[config.mk]
export PLATFORM = sky130hd
export DESIGN_NAME = core_inputs_ifc
export DESIGN_NICKNAME = d
export VERILOG_FILES = /design/src/rtl/core_pkg.sv /design/src/rtl/core_inputs_ifc.sv
export SDC_FILE = /design/constraint.sdc
export NUM_CORES = 1
export LEC_CHECK = 0
export ABC_AREA = 1
export CAP_MARGIN = 10
export CORE_ASPECT_RATIO = 0.9
export CORE_MARGIN = 3
export CORE_UTILIZATION = 45
export DETAILED_ROUTE_END_ITERATION = 7
export HOLD_SLACK_MARGIN = 0.15
export PLACE_DENSITY = 0.78
export SLEW_MARGIN = 15
export SYNTH_ARGS = -nofsm -noshare
export SYNTH_HDL_FRONTEND = slang
export SYNTH_SLANG_ARGS = --single-unit
[constraint.sdc]
create_clock -name clk -period 2.67 [get_ports clk]
set_clock_uncertainty 0.1 [all_clocks]
set_input_delay 0.801 -clock clk [delete_from_list [all_inputs] [get_ports clk]]
set_output_delay 0.801 -clock clk [all_outputs]
set_load 0.02 [all_outputs]
[src/rtl/core_pkg.sv]
// rtl/core_pkg.sv - shared sizing constants and word type for the core input interface
package core_pkg;

    localparam int WIDTH       = 32;
    localparam int STATE_WORDS = 8;
    localparam int TAIL_WORDS  = 3;
    localparam int JOB_WORDS   = STATE_WORDS + TAIL_WORDS;

    typedef logic [WIDTH-1:0] word_t;

endpackage

[src/rtl/core_inputs_ifc.sv]
// rtl/core_inputs_ifc.sv - serial word collector assembling hash state and tail per job
// Words land in shadow registers; the visible outputs change only when a job completes.
module core_inputs_ifc #(
    parameter int WIDTH       = core_pkg::WIDTH,
    parameter int STATE_WORDS = core_pkg::STATE_WORDS,
    parameter int TAIL_WORDS  = core_pkg::TAIL_WORDS
) (
    input  logic                          clk,
    input  logic                          rst_n,
    input  logic                          valid,
    input  logic                          newblock,
    input  logic [WIDTH-1:0]              w1,
    output logic                          out_valid,
    output logic [STATE_WORDS*WIDTH-1:0]  hashstate,
    output logic [TAIL_WORDS*WIDTH-1:0]   tail,
    output logic                          busy,
    output logic                          proto_err
);

    localparam int N     = STATE_WORDS + TAIL_WORDS;
    localparam int CNT_W = (N > 1) ? $clog2(N) : 1;

    logic [CNT_W-1:0]              cnt_q, cnt_d;
    logic [WIDTH-1:0]              shadow_q [N];
    logic [WIDTH-1:0]              shadow_d [N];
    logic [STATE_WORDS*WIDTH-1:0]  hashstate_q, hashstate_d;
    logic [TAIL_WORDS*WIDTH-1:0]   tail_q, tail_d;
    logic                          out_valid_q, out_valid_d;
    logic                          busy_q, busy_d;
    logic                          proto_err_q, proto_err_d;

    always_comb begin
        cnt_d       = cnt_q;
        shadow_d    = shadow_q;
        hashstate_d = hashstate_q;
        tail_d      = tail_q;
        out_valid_d = 1'b0;
        proto_err_d = 1'b0;

        if (valid) begin
            if (newblock) begin
                // A new job always wins; an unfinished one is abandoned and flagged.
                shadow_d[0] = w1;
                cnt_d       = CNT_W'(1);
                proto_err_d = (cnt_q != '0);
            end else if (cnt_q == '0) begin
                proto_err_d = 1'b1;
            end else if (cnt_q == CNT_W'(N - 1)) begin
                shadow_d[N-1] = w1;
                cnt_d         = '0;
                out_valid_d   = 1'b1;
                for (int k = 0; k < STATE_WORDS; k++) begin
                    hashstate_d[(STATE_WORDS-1-k)*WIDTH +: WIDTH] = shadow_d[k];
                end
                for (int k = 0; k < TAIL_WORDS; k++) begin
                    tail_d[(TAIL_WORDS-1-k)*WIDTH +: WIDTH] = shadow_d[STATE_WORDS+k];
                end
            end else begin
                shadow_d[cnt_q] = w1;
                cnt_d           = cnt_q + CNT_W'(1);
            end
        end

        busy_d = (cnt_d != '0);
    end

    always_ff @(posedge clk or negedge rst_n) begin
        if (!rst_n) begin
            cnt_q       <= '0;
            shadow_q    <= '{default: '0};
            hashstate_q <= '0;
            tail_q      <= '0;
            out_valid_q <= 1'b0;
            busy_q      <= 1'b0;
            proto_err_q <= 1'b0;
        end else begin
            cnt_q       <= cnt_d;
            shadow_q    <= shadow_d;
            hashstate_q <= hashstate_d;
            tail_q      <= tail_d;
            out_valid_q <= out_valid_d;
            busy_q      <= busy_d;
            proto_err_q <= proto_err_d;
        end
    end

    assign out_valid = out_valid_q;
    assign hashstate = hashstate_q;
    assign tail      = tail_q;
    assign busy      = busy_q;
    assign proto_err = proto_err_q;

endmodule

==> results.tsv, run 1 <==
stage	metric	value	unit
cts	# clock sinks	679	
grt	GRT overflow	0	
worst_setup_path	Buf/Inv on CP	1	
worst_setup_path	cells along the critical path	clkdlybuf4s50_1	
sta	period utilization	96.8	%
worst_setup_path	Worst setup SP type	flip-flop	
detailed_routing	drt first pass iters	5	
sta	Final min period	2.59	ns
yosys	main combinational cell family by area after synthesis	compound AO/OA/AOI/OAI gates	
yosys	yosys synthesis warning count	0	
cts	clk slew on worst S/H paths	0.06	ns
cts	CTS tree	built	
power	P_leak	15.8	nW
sta	final hold viol count	0	
yosys	area leader, netlist	dfrtp_1	
yosys	syn nets	2651	
hold_path	HP Class	flip-flop to flip-flop	
yosys	top cell type's share of synthesized area	66.9	%
grt	largest net degree at the start of global routing	76	
sta	RSZ-0062 raised after global routing	no	
die	Die H	231	µm
place	gpl congestion	0.814	
worst_setup_path	CP top delay family	buffers and inverters	
grt	first-pass GRT wire length	112000	µm
yosys	compound-gate portion of the synthesized area	13.3	%
detailed_routing	residual DRC count	0	
worst_setup_path	Critical Path Max Stage Delay	0.72	ns
worst_setup_path	Max stage delay cell, worst path	clkdlybuf4s50_1	
yosys	Seq/Total Area, Yosys	66.9	%
power	total chip power	25.6	mW
cells_and_area	area delta synth->final	30.7	%
detailed_routing	initial DRC count	1876	
yosys	Synth Area in XOR/XNOR	0	%
worst_setup_path	Critical Path Sink Type	primary output	
yosys	number of synthesized flops with an enable pin	0	
cells_and_area	Final #Nets	3064	
sta	Slew @ Worst Pin	0.680	ns
cells_and_area	share of layout cells above drive strength 1	7.92	%
grt	M2 GR Usage	38.6	%
die	die area	59300	µm²
yosys	Synth async-reset ratio	100	%
sta	WHS	0.382	ns
yosys	main area contributors after synthesis	dfrtp_1, o21ai_0, nand2_1	
detailed_routing	Routed WL	74600	µm
power	sw power	6.74	mW
yosys	Avg Cell Area, Syn	9.71	µm²
cts	CTS max path bufs	3	
yosys	Synth Flop Type	dfrtp_1	
die	core footprint	55000	µm²
cts	Clock Latency Late Sink	0.60	ns
grt	initial antenna violation count	6	
place	Post-Place Worst Slack	-0.112	ns
die	Site Rows	81	
sta	max-slew violations	0	
place	IO Port Bufs	390	
yosys	Adder-Cell Fraction of Synth Area	0.0493	%
worst_setup_path	CP max FO	2	
power	Gate power share	13.0	%
yosys	most frequent cell after synthesis	nand2_1	
detailed_routing	via count	19200	
cts	CTS root buf	clkbuf_16	
worst_setup_path	WP data arrival	1.68	ns
sta	Max Freq	387	MHz
yosys	top cells by count, synth	nand2_1, dfrtp_1, o21ai_0	
detailed_routing	Avg Vias per Cell	5.02	
power	worst vdd ir	0.499	mV
grt	number of global-route vias before repair	18400	
cells_and_area	Final Non-Filler Cells	3830	
grt	Total GRT Usage	25.0	%
yosys	Cells after Synth	2614	
power	internal cell power	18.9	mW
worst_setup_path	required time of the critical path	1.77	ns
die	Initial Utilization	46.1	%
place	Post-DP HPWL	48600	µm
sta	slew margin rel.	54.5	%
cts	Num CTS Buffers	69	
grt	met1 GRT Util	33.6	%
run	maxcap violations	0	
power	Clock power frac	37.3	%
sta	Final Setup Violations	0	
yosys	Seq cells post-synth	679	
power	register share of total power	49.7	%
cells_and_area	Util after Layout	60.3	%
sta	crit path setup slack, layout	0.0849	ns
detailed_routing	Routed Antenna Nets	0	
die	Die Wd	256	µm
worst_setup_path	critical path class	flip-flop to primary output	
yosys	simple-gate area share of the yosys netlist	11.4	%
run_status	status	completed	
yosys	Syn Std Cell Area	25400	µm²
place	placed cells	3702	
detailed_routing	DR WL/cell	19.5	µm
yosys	post-synth cell types	19	
power	Switching Share	26.3	%
power	Power Dens Cells	772	nW/µm²
cts	H-tree levels	3	
grt	gr busiest metal	met2	
yosys	mux cell area share after synthesis	0	%
cts	Resized Gates After CTS	0	
grt	routing usage on met3	6.65	%
die	IO Pins	391	
## cells by family after synthesis
kind of cell	after synthesis
AND/OR/NAND/NOR	724
flip-flops	679
AO/OA/AOI/OAI	674
buffers and inverters	536
adder cells (fa/ha/maj)	1
## state kept, by name, summed over array words and instances, names as in the netlist
name / cells
shadow_q: 320
hashstate: 256
tail: 96
cnt_q: 4
busy: 1
out_valid: 1
proto_err: 1
## final timing paths
path                                 from             end  slack (ns)  cells after the start
min reg2reg                hashstate[249]  hashstate[249]        0.38                      2
max                        hashstate[224]  hashstate[224]        0.08                      1
min                        hashstate[249]  hashstate[249]        0.38                      2
min in group asynchronous           rst_n  hashstate[150]        0.64                      2
max in group asynchronous           rst_n   shadow_q[136]        1.00                      3
max reg2reg                      cnt_q[0]  hashstate[188]        0.46                      8
## routing by layer
metal	vias up	wire, µm
met5	-	45
met4	6	3560
met3	177	6330
met2	779	33900
met1	9305	30800
li1	8941	-
## power by group through the flow
stage / clock (mW) / combinational [mW] / sequential (mW)
CTS: 9.70 / 3.37 / 12.7
floorplan: 0 / 1.83 / 12.9
global route: 10.1 / 3.84 / 12.9
detailed placement: 0 / 3.30 / 12.9
global placement: 0 / 3.16 / 12.8
finish: 9.54 / 3.34 / 12.7
## area by class of cell
type / count / area (µm²)
Multi-Input combinational cell: 1399 / 6280
Clock inverter: 18 / 155
Fill cell: 4395 / 21800
Clock buffer: 107 / 2100
Sequential cell: 679 / 17000
Antenna cell: 2 / 5.00
Inverter: 364 / 1370
Timing Repair Buffer: 514 / 5360
Tap cell: 747 / 935
## timing repair
action                                 CTS  global route
setup buffers                            0             0
endpoints found under the hold margin   34             0
hold buffers                             1             0
## per-stage QoR
stage               instance area (µm²)  setup TNS, ns
global placement                  30900         -20.42
finish                            33200              0
CTS                               33200              0
detailed placement                30900         -14.36
floorplan                         25400              0
global route                      33200              0
## cell usage in the layout, fill, tap and decap left out, types with 3 or more instances in the layout
master           instances
nand3_1                  3
buf_12                  41
clkdlybuf4s50_1        389
nor2_1                   7
clkbuf_16               72
dfrtp_1                679
buf_4                   82
o21ai_1                 48
nor2_8                   9
inv_1                  364
clkinv_2                 7
clkinvlp_4               4
clkbuf_1                18
nand2_1                699
o21ai_0                626
inv_6                    4
clkbuf_8                17
Power figures use the tool's default switching activity.
==> inputs of run 2 (changes only) <==
--- a/config.mk
+++ b/config.mk
@@ -9,10 +9,10 @@
 export CAP_MARGIN = 10
 export CORE_ASPECT_RATIO = 0.9
 export CORE_MARGIN = 3
-export CORE_UTILIZATION = 45
+export CORE_UTILIZATION = 58
 export DETAILED_ROUTE_END_ITERATION = 7
 export HOLD_SLACK_MARGIN = 0.15
-export PLACE_DENSITY = 0.78
+export PLACE_DENSITY = 0.94
 export SLEW_MARGIN = 15
 export SYNTH_ARGS = -nofsm -noshare
 export SYNTH_HDL_FRONTEND = slang
==> constraint.sdc (replaced) <==
create_clock -name clk -period 3.2 [get_ports clk]
set_clock_uncertainty 0.1 [all_clocks]
set_input_delay 0.96 -clock clk [delete_from_list [all_inputs] [get_ports clk]]
set_output_delay 0.96 -clock clk [all_outputs]
set_load 0.02 [all_outputs]
==> results.tsv, run 2 (synthesis gave the netlist of run 1 again) <==
stage	metric	value	unit
worst_setup_path	Critical Path Sink Type	primary output	
sta	slew margin rel.	32.3	%
worst_setup_path	Buf/Inv on CP	1	
power	total chip power	21.3	mW
sta	period utilization	86.3	%
detailed_routing	drt first pass iters	6	
place	Post-Place Worst Slack	0.168	ns
grt	first-pass GRT wire length	121000	µm
sta	final hold viol count	0	
worst_setup_path	Critical Path Max Stage Delay	0.66	ns
worst_setup_path	critical path class	flip-flop to primary output	
power	worst vdd ir	0.508	mV
worst_setup_path	cells along the critical path	clkdlybuf4s50_1	
cts	Hold-fix buffers, CTS	0	
cts	# clock sinks	679	
run	maxcap violations	0	
worst_setup_path	depth of the worst register-to-register path	8	
place	gpl congestion	0.838	
die	IO Pins	391	
place	placed cells	3470	
sta	RSZ-0062 raised after global routing	no	
detailed_routing	initial DRC count	2453	
worst_setup_path	Max stage delay cell, worst path	clkdlybuf4s50_1	
sta	crit path setup slack, layout	0.438	ns
sta	setup TNS	0	ns
sta	Final min period	2.76	ns
die	Site Rows	72	
hold_path	HP Class	input pin to async pin	
cts	Clock Latency Late Sink	0.61	ns
grt	Total GRT Usage	34.8	%
power	Power Dens Cells	659	nW/µm²
worst_setup_path	RR Startpoint	cnt_q[3]	
die	core footprint	43100	µm²
cells_and_area	most frequent cells in the layout	nand2_1, dfrtp_1, o21ai_0	
sta	Final Setup Violations	0	
power	P_leak	15.5	nW
cts	Num CTS Buffers	61	
worst_setup_path	RR Endpoint	hashstate[250]	
detailed_routing	uppermost layer routed	met5	
worst_setup_path	Worst setup SP type	flip-flop	
worst_setup_path	WP data arrival	1.70	ns
cts	Resized Gates After CTS	0	
worst_setup_path	Reg2Reg Setup Slack	0.89	ns
cts	CTS root buf	clkbuf_16	
place	Post-DP HPWL	50800	µm
grt	number of global-route vias before repair	20900	
worst_setup_path	CP top delay family	buffers and inverters	
grt	GRT overflow	0	
detailed_routing	via count	20600	
sta	Slew @ Worst Pin	1.01	ns
cts	H-tree levels	2	
grt	largest net degree at the start of global routing	156	
place	IO Port Bufs	390	
detailed_routing	Routed WL	80100	µm
cts	CTS max path bufs	3	
detailed_routing	Metal-1 WL	28900	µm
worst_setup_path	CP max FO	2	
cells_and_area	largest reg by FF count	shadow_q	
detailed_routing	DR WL met2	36700	µm
detailed_routing	met3 WL	9230	µm
cells_and_area	max reg flops	320	
detailed_routing	residual DRC count	0	
grt	initial antenna violation count	6	
detailed_routing	DR WL/cell	22.3	µm
worst_setup_path	required time of the critical path	2.14	ns
die	Die H	204	µm
cts	setup bufs post-CTS	0	
cells_and_area	Final Non-Filler Cells	3586	
cells_and_area	Final #Nets	3015	
cells_and_area	commonest non-fill, non-tap cell in the layout	nand2_1	
die	Die Wd	227	µm
sta	Max Freq	362	MHz
cts	clk slew on worst S/H paths	0.06	ns
cells_and_area	area delta synth->final	27.3	%
cells_and_area	share of layout cells above drive strength 1	6.45	%
detailed_routing	Avg Vias per Cell	5.74	
run_status	status	completed	
die	die area	46300	µm²
detailed_routing	Routed Antenna Nets	0	
die	Initial Utilization	59.0	%
sta	max-slew violations	0	
cells_and_area	Util after Layout	75.0	%
cts	CTS tree	built	
[run 2: layer usage]
layer	up-vias	GRT usage, %
met5	-	0
met3	320	9.97
li1	8835	-
met1	10100	44.5
met2	1338	53.5
met4	2	20.5
[run 2: cell type report]
| class | count | area, µm² |
|---|---|---|
| timing repair buffer | 473 | 4880 |
| clock inverter | 22 | 315 |
| sequential | 679 | 17000 |
| fill | 2465 | 10700 |
| clock buffer | 87 | 1770 |
| multi-input combinational | 1399 | 6280 |
| antenna | 7 | 17.5 |
| inverter | 364 | 1370 |
| tap | 555 | 694 |
[run 2: per-stage QoR]
| stage | hold WS (ns) | area (µm²) |
|---|---|---|
| 3_3_place_gp | 0.365 | 30200 |
| 6_report | 0.217 | 32300 |
| 2_1_floorplan | 0.353 | 25400 |
| 4_1_cts | 0.211 | 32300 |
| 3_5_place_dp | 0.372 | 30200 |
| 5_1_grt | 0.224 | 32300 |
[run 2: worst max path at each step]
| stage | startpoint | endpoint | cells past startpoint |
|---|---|---|---|
| 2_1_floorplan | newblock | hashstate[197] | 8 |
| 4_1_cts | hashstate[32] | hashstate[32] | 1 |
| 5_1_grt | hashstate[32] | hashstate[32] | 1 |
| 3_5_place_dp | newblock | hashstate[250] | 8 |
| 3_3_place_gp | newblock | hashstate[255] | 7 |
| 6_report | hashstate[32] | hashstate[32] | 1 |
[run 2: power breakdown]
| part | switching, mW | total, mW | internal, mW |
|---|---|---|---|
| clock network | 3.19 | 7.66 | 4.47 |
| registers | 0.573 | 10.7 | 10.1 |
| logic | 1.99 | 2.92 | 0.935 |
| total | 5.75 | 21.3 | 15.5 |
[run 2: worst register-to-register path, stage by stage (launching register included)]
cell     delay [ns]
dfrtp_1        0.41
nor2_1         0.25
nand2_1        0.16
ha_1           0.21
nand4_1        0.23
buf_12         0.27
buf_12         0.29
nand2_1        0.12
o21ai_0        0.14
==> inputs of run 3 (changes only) <==
--- a/config.mk
+++ b/config.mk
@@ -6,14 +6,14 @@
 export NUM_CORES = 1
 export LEC_CHECK = 0
 export ABC_AREA = 1
-export CAP_MARGIN = 10
+export CAP_MARGIN = 20
 export CORE_ASPECT_RATIO = 0.9
 export CORE_MARGIN = 3
 export CORE_UTILIZATION = 58
 export DETAILED_ROUTE_END_ITERATION = 7
 export HOLD_SLACK_MARGIN = 0.15
 export PLACE_DENSITY = 0.94
-export SLEW_MARGIN = 15
+export SLEW_MARGIN = 20
 export SYNTH_ARGS = -nofsm -noshare
 export SYNTH_HDL_FRONTEND = slang
 export SYNTH_SLANG_ARGS = --single-unit
==> results of run 3 <==
The final DEF is identical to that of run 2; final timing and power are the same.
